File: src/rtl/reg_dump_reader_if.sv
// Byte stream carrying one register per transfer, with valid/ready flow control.
interface reg_dump_reader_if #(
  parameter int ADDR_W = 5,
  parameter int DATA_W = 8
);
  logic              valid;
  logic              ready;
  logic [DATA_W-1:0] data;
  logic [ADDR_W-1:0] index;
  logic              last;

  modport master (output valid, data, index, last, input ready);
  modport slave  (input valid, data, index, last, output ready);
endinterface

File: src/rtl/reg_dump_reader.sv
// Snapshots the register file through its two read ports, one even/odd pair at a
// time, and streams every register as one byte tagged with its register number.
module reg_dump_reader #(
  parameter int NUM_REGS = 32,
  parameter int ADDR_W   = 5,
  parameter int DATA_W   = 8
) (
  input  logic              clk,
  input  logic              rst_n,
  input  logic              start_i,
  input  logic              abort_i,
  output logic [ADDR_W-1:0] rd_addr1_o,
  output logic [ADDR_W-1:0] rd_addr2_o,
  input  logic [DATA_W-1:0] rd_data1_i,
  input  logic [DATA_W-1:0] rd_data2_i,
  reg_dump_reader_if.master out_if,
  output logic              busy_o,
  output logic              done_o
);
  localparam int PW = ADDR_W - 1;
  localparam logic [PW-1:0] LAST_PAIR = PW'(NUM_REGS / 2 - 1);

  typedef enum logic [2:0] {IDLE, FETCH, SEND_A, SEND_B, DONE} state_e;

  state_e            state_q, state_d;
  logic [PW-1:0]     pair_q, pair_d;
  logic [DATA_W-1:0] holdA_q, holdB_q;
  logic [ADDR_W-1:0] rdAddr1_q, rdAddr2_q;
  logic              outValid, outLast, isLastPair;
  logic [DATA_W-1:0] outData;
  logic [ADDR_W-1:0] outIndex;

  assign isLastPair = (pair_q == LAST_PAIR);

  // Read addresses are loaded on entry to FETCH so they hold between fetches.
  always_ff @(posedge clk or negedge rst_n) begin
    if (!rst_n) begin
      state_q   <= IDLE;
      pair_q    <= '0;
      holdA_q   <= '0;
      holdB_q   <= '0;
      rdAddr1_q <= '0;
      rdAddr2_q <= '0;
    end else begin
      state_q <= state_d;
      pair_q  <= pair_d;
      if (state_q == FETCH) begin
        holdA_q <= rd_data1_i;
        holdB_q <= rd_data2_i;
      end
      if (state_d == FETCH) begin
        rdAddr1_q <= {pair_d, 1'b0};
        rdAddr2_q <= {pair_d, 1'b1};
      end
    end
  end

  always_comb begin
    state_d  = state_q;
    pair_d   = pair_q;
    outValid = 1'b0;
    outData  = '0;
    outIndex = '0;
    outLast  = 1'b0;
    done_o   = 1'b0;
    busy_o   = (state_q != IDLE);
    case (state_q)
      IDLE: begin
        if (start_i) begin
          state_d = FETCH;
          pair_d  = '0;
        end
      end
      FETCH: state_d = SEND_A;
      SEND_A: begin
        outValid = 1'b1;
        outData  = holdA_q;
        outIndex = {pair_q, 1'b0};
        if (out_if.ready) state_d = SEND_B;
      end
      SEND_B: begin
        outValid = 1'b1;
        outData  = holdB_q;
        outIndex = {pair_q, 1'b1};
        outLast  = isLastPair;
        if (out_if.ready) begin
          if (isLastPair) begin
            state_d = DONE;
          end else begin
            state_d = FETCH;
            pair_d  = pair_q + 1'b1;
          end
        end
      end
      DONE: begin
        done_o  = 1'b1;
        state_d = IDLE;
      end
      default: state_d = IDLE;
    endcase
    // Abort wins over any handshake or transition decided above.
    if (abort_i && state_q != IDLE) begin
      state_d = IDLE;
      pair_d  = '0;
    end
  end

  assign rd_addr1_o   = rdAddr1_q;
  assign rd_addr2_o   = rdAddr2_q;
  assign out_if.valid = outValid;
  assign out_if.data  = outData;
  assign out_if.index = outIndex;
  assign out_if.last  = outLast;
endmodule
File: src/flat_wrapper.sv
// flat-port wrapper written by rule: the top's interface ports become plain ports
module reg_dump_reader_flat 
#(
  parameter int NUM_REGS = 32,
  parameter int ADDR_W   = 5,
  parameter int DATA_W   = 8
)
  (clk, rst_n, start_i, abort_i, rd_addr1_o, rd_addr2_o, rd_data1_i, rd_data2_i, busy_o, done_o, out_if_valid, out_if_data, out_if_index, out_if_last, out_if_ready);
  reg_dump_reader_if #(.ADDR_W(ADDR_W), .DATA_W(DATA_W)) out_if_i ();
  input  logic clk;
  input  logic rst_n;
  input  logic start_i;
  input  logic abort_i;
  output logic [ADDR_W-1:0] rd_addr1_o;
  output logic [ADDR_W-1:0] rd_addr2_o;
  input  logic [DATA_W-1:0] rd_data1_i;
  input  logic [DATA_W-1:0] rd_data2_i;
  output logic busy_o;
  output logic done_o;
  output wire logic [$bits(out_if_i.valid)-1:0] out_if_valid;
  output wire logic [$bits(out_if_i.data)-1:0] out_if_data;
  output wire logic [$bits(out_if_i.index)-1:0] out_if_index;
  output wire logic [$bits(out_if_i.last)-1:0] out_if_last;
  input wire logic [$bits(out_if_i.ready)-1:0] out_if_ready;
  assign out_if_valid = out_if_i.valid;
  assign out_if_data = out_if_i.data;
  assign out_if_index = out_if_i.index;
  assign out_if_last = out_if_i.last;
  assign out_if_i.ready = out_if_ready;
  reg_dump_reader #(.NUM_REGS(NUM_REGS), .ADDR_W(ADDR_W), .DATA_W(DATA_W)) u_core (.clk(clk), .rst_n(rst_n), .start_i(start_i), .abort_i(abort_i), .rd_addr1_o(rd_addr1_o), .rd_addr2_o(rd_addr2_o), .rd_data1_i(rd_data1_i), .rd_data2_i(rd_data2_i), .out_if(out_if_i), .busy_o(busy_o), .done_o(done_o));
endmodule
File: config.mk
export PLATFORM = sky130hd
export DESIGN_NAME = reg_dump_reader_flat
export DESIGN_NICKNAME = d
export VERILOG_FILES = /design/src/rtl/reg_dump_reader_if.sv /design/src/rtl/reg_dump_reader.sv /design/src/flat_wrapper.sv
export SDC_FILE = /design/constraint.sdc
export NUM_CORES = 1
export LEC_CHECK = 0
export CORE_MARGIN = 1.5
export CORE_UTILIZATION = 28
export DETAILED_ROUTE_END_ITERATION = 7
export GPL_TIMING_DRIVEN = 0
export PLACE_DENSITY = 0.49
export SLEW_MARGIN = 25
export SYNTH_ARGS = -nofsm -noshare
export SYNTH_HDL_FRONTEND = slang
export SYNTH_SLANG_ARGS = --single-unit
File: constraint.sdc
create_clock -name clk -period 2.1 [get_ports clk]
set_input_delay 0.42 -clock clk [delete_from_list [all_inputs] [get_ports clk]]
set_output_delay 0.42 -clock clk [all_outputs]
set_load 0.1 [all_outputs]
Word-level counts from Yosys, hierarchy flattened
Cells that the tools add are included.
{ "totals": {"reg_bits": 32, "in_bits": 21, "wordCells": 33} }
{ "classes": {"addsub": 1, "eq_ne": 6, "mux": 16, "reduce_logical": 4} }
{ "ops": {"columns": ["cell", "n"], "rows": [
  ["2-to-1 mux 4 bit", 4],
  ["case mux 8 bit (2 select lines)", 1],
  ["2-to-1 mux 3 bit", 5],
  ["case mux 3 bit (4 select lines)", 1],
  ["case mux 5 bit (2 select lines)", 1],
  ["case mux 4 bit (2 select lines)", 1],
  ["equality test 3 x 1 -> 1 bit (second input constant)", 2],
  ["equality test 3 x 2 -> 1 bit (second input constant)", 2],
  ["adder 4 x 1 -> 4 bit (second input constant)", 1],
  ["equality test 4 bit (second input constant)", 1],
  ["equality test 3 bit (second input constant)", 1],
  ["zero test 3 bit", 1],
  ["2-to-1 mux 1 bit", 3],
  ["nonzero test 3 bit", 1],
  ["OR reduction 2 bit", 1],
  ["logical AND 1 bit", 1]
]} }

Longest topological paths before layout
{ "depth": {"ltp_word": 6, "ltp_mapped": 6, "mapped_depth_nobuf": 5} }

Worst setup path before layout
No wires, ideal clock.
{ "synth_timing": {"path_kind": "reg2out", "start": "register u_core.state_q[0]", "end": "output port out_if_data[0]", "t_arrival_ns": 2.090, "slack_ns": -0.410, "stages_incl_launch_ff": 5, "n_path_buf": 2, "path_cell_list": "dfrtp_1 -> buf_6 -> buf_2 -> mux2i_1 -> nor2_1"} }
{ "synth_via": {"elab_chain_cells": 2} }
{ "synth_lines": {"columns": ["element", "line", "text"], "rows": [
  ["from (decl)", "reg_dump_reader.sv:25", "state_e state_q, state_d;"],
  ["from (signal assigned)", "reg_dump_reader.sv:45", "state_q <= state_d;"],
  ["equality test 3 x 2 -> 1 bit", "reg_dump_reader.sv:67", "case (state_q)"],
  ["case mux 8 bit (2 select lines) *", "reg_dump_reader.sv:67", null],
  ["to (decl)", "flat_wrapper.sv:21", "output wire logic [$bits(out_if_i.data)-1:0] out_if_data;"]
]} }
Mark *: on every way between the ends. The rest lies on a longest branch, timed or not.

Worst setup path in the final report
{ "layout_timing": {"start": "register u_core.state_q[1]", "end": "output port done_o"} }
{ "layout_via": {"elab_chain_cells": 2} }
{ "layout_lines": {"columns": ["element", "line", "text"], "rows": [
  ["equality test 3 bit", "reg_dump_reader.sv:67", null],
  ["2-to-1 mux 1 bit", "reg_dump_reader.sv:67", null],
  ["to (decl)", "flat_wrapper.sv:19", "output logic done_o;"]
]} }
Every way passes these cells.

==> results by group <==
Floorplanning
  • IO Pins: 48
  • DIE AREA: 6120 um2
  • Height of the die: between 70 and 80 um
  • Die span in x: a little under 80 um
  • Area of the core: 5470 um2
  • Starting Density: approximately 29%
  • Cell Rows: 27

Synth
  • Mapped Area: 1590 um2
  • Syn avg cell area: 11.8 um2
  • Top cells by area, synth: dfrtp_1 44%, mux2_2 6.4%, mux2i_1 6.3%
  • Register bit total from synthesis: 28
  • Register area share after synthesis: roughly 44%
  • Async set or reset register ratio after synthesis: 100%
  • Unique cell type count in the Yosys netlist: 42
  • Ys flop type: dfrtp_1
  • Number of synthesized flops with an enable pin: 0
  • Post-synth top area cell: dfrtp_1
  • Syn_nets: approximately 160
  • Synth warn: 0
  • Top-area cell type share of the netlist area: ~44%
  • Gate Count Post-Synth: 134

Worst setup path
  • Worst setup path start: u_core.state_q[1]
  • WP data required: between 1.5 and 2 ns
  • Critical R2R Launch: u_core.pair_q[0]
  • Nature of the critical path endpoint: primary output
  • Critical path class: flip-flop to primary output
  • Max Fanout on Critical Path: 10
  • Startpoint Class: flip-flop
  • Worst EP arrival: 1.62 ns

STA
  • Rel. slew slack: between 30% and 40%
  • Fmax: between 400 and 500 MHz
  • Worst Hold Slack: 0.159 ns
  • RSZ-0062 raised after global routing: false
  • Period utilization: a little over nine tenths
  • Worst Tran Pin Value: a little under 1 ns
  • Clock skew: ~0.0022 ns
  • Max Slew Vio Count: 0
  • Min Tclk post-route: approximately 2 ns
  • Hold Fails Final Rpt: 0
  • # setup viols final: 0

Outcome
  • Status: completed

Cells and area
  • Final-stage net count: roughly 200
  • Commonest cells after routing, fill and taps aside: 28 x dfrtp_1, 18 x clkdlybuf4s50_1, 16 x buf_4, 10 x nor2_2
  • Layout area overhead: 38.0%
  • Non-filler cells, final: ~260
  • # diodes: 0
  • Filler Cells Inserted: between 500 and 600
  • Most common cell after layout, fill and taps aside: dfrtp_1
  • Layout cells sized above 1: about 41%

Drt
  • Routed wire length on met3: roughly 200 um
  • Top routing layer in use: met4
  • DR vias: 1186
  • DR WL/cell: 13.9 um
  • Drt first pass iters: 4
  • Iteration-0 DRC Markers: 83
  • DRT met1 WL: 1.60 mm
  • Vias/cell: about 4.7
  • Routed wl met2: between 1.5 and 2 mm
  • DRC errors left: 0
  • Routed wire length: roughly 3.5 mm
  • Antenna-violating nets left: 0

Global routing
  • GRT overflow: 0
  • Initial antenna violation count: 0
  • Vias in the first global route: roughly 1.3k
  • Global Route Usage Sum: 12.6%
  • First-pass GRT wire length: ~6 mm
  • Largest net degree at the start of global routing: 29

Placement
  • Post-DP HPWL: about 2.7 mm
  • Port Buffers: between 40 and 50
  • Gpl congestion: 0.797
  • Inst Count DP: around 250

Power
  • Pwr per Cell Area: between 1500 and 2000 nW/um2
  • Worst IR Drop VDD: 680 uV
  • Pwr Total: 3470 uW
  • P_leak: between 0.0009 and 0.001 uW

Clock tree
  • CTS Hold Bufs: 0
  • CTS max path bufs: 2
  • Num CTS Buffers: 3
  • Latest clock arrival within the worst-skew pair: approximately 0.27 ns
  • CTS root buf: clkbuf_8
  • Number of H-tree levels: 1
  • Sink Count: 28
  • Post CTS Setup Buffer Count: 0
  • TritonCTS clock tree: yes
  • Clock slew at reported path FFs: approximately 0.10 ns

Hold path
  • Min-Delay Path Class: input pin to asynchronous set/reset pin

Run
  • Max-cap violation count: 0
[power by group]
group,leakage (uW),internal [uW],total (uW),switching (uW)
sequential,0.000343,753,899,146
combinational,0.000612,722,2150,1430
clock,0.0000357,255,425,170
[final cells by class]
class                      count  area (um2)  share of cell area [%]
timing repair buffer          45         402                    18.4
clock inverter                 1        30.0                    1.37
buffer                        12        98.8                    4.52
clock buffer                   3        41.3                    1.89
tap                           72        90.1                    4.12
inverter                       3        11.3                   0.515
sequential                    28         701                    32.0
multi-input combinational     91         813                    37.2
[timing repair]
action | in CTS | in global routing
pin swaps | 0 | 0
setup endpoints to repair | 26 | 9
resized for setup | 107 | 10
[logic make-up (layout without fill, tap and decap cells)]
| kind of cell | Yosys count | after routing | synth area share, % |
|---|---|---|---|
| buf+inv | 15 | 64 | 6.55 |
| compound gates | 18 | 18 | 10.4 |
| fa+ha+maj | 1 | 1 | 0.789 |
| simple gates | 41 | 41 | 16.3 |
| other cells | 1 | 1 | 0.237 |
| flops | 28 | 28 | 44.2 |
| mux | 30 | 30 | 21.5 |
[through the flow]
step                      area [um2]  utilization, %  setup slack (ns)  setup TNS [ns]
after floorplan                 1610               -            0.0358               0
after global placement          2150            39.4            -0.532           -7.54
after detailed placement        2150            39.3            -0.529           -7.52
after CTS                       2160            39.4            0.0359               0
after global routing            2190            40.0          0.000166               0
final                           2190            40.0            0.0635               0
[final timing paths]
path	endpoint	slack, ns	cells after the start
worst max-delay path	done_o	0.06	4
min in group clk	u_core.rd_addr2_o[0]	0.48	1
worst max register to register	u_core.rd_addr2_o[3]	0.25	5
max in group asynchronous	u_core.holdA_q[0]	1.53	1
worst min-delay path	u_core.state_q[2]	0.16	1
worst min register to register	u_core.rd_addr2_o[0]	0.48	1
[metal layers]
layer	vias up	GRT usage, %
met5	-	0
met4	0	4.11
met3	4	3.26
met1	581	14.8
li1	564	-
met2	37	22.2
[cells in the mapped netlist (2+ instances only)]
cell type,instances
mux2_4,4
mux2_1,7
nand2_1,2
inv_1,2
nand3_1,2
buf_2,2
mux2i_1,10
and3_1,2
o21a_1,4
buf_6,2
a21oi_2,4
and2_1,5
mux2_2,9
dfrtp_1,28
nor2_1,13
nand2b_1,4
buf_4,8
a21oi_1,2
[sequential cells by signal, summed over array words and instances, names as in the netlist]
signal	cells
u_core.state_q	3
u_core.pair_q	4
u_core.rd_addr2_o	4
u_core.holdB_q	8
u_core.rd_addr1_o	1
u_core.holdA_q	8
[critical path: stages, from the launching register on]
cell,delay [ns]
dfrtp_1,0.44
buf_6,0.16
nor2_1,0.17
and2_1,0.15
buf_2,0.42
Note: power is estimated with default switching activity, not from simulation.
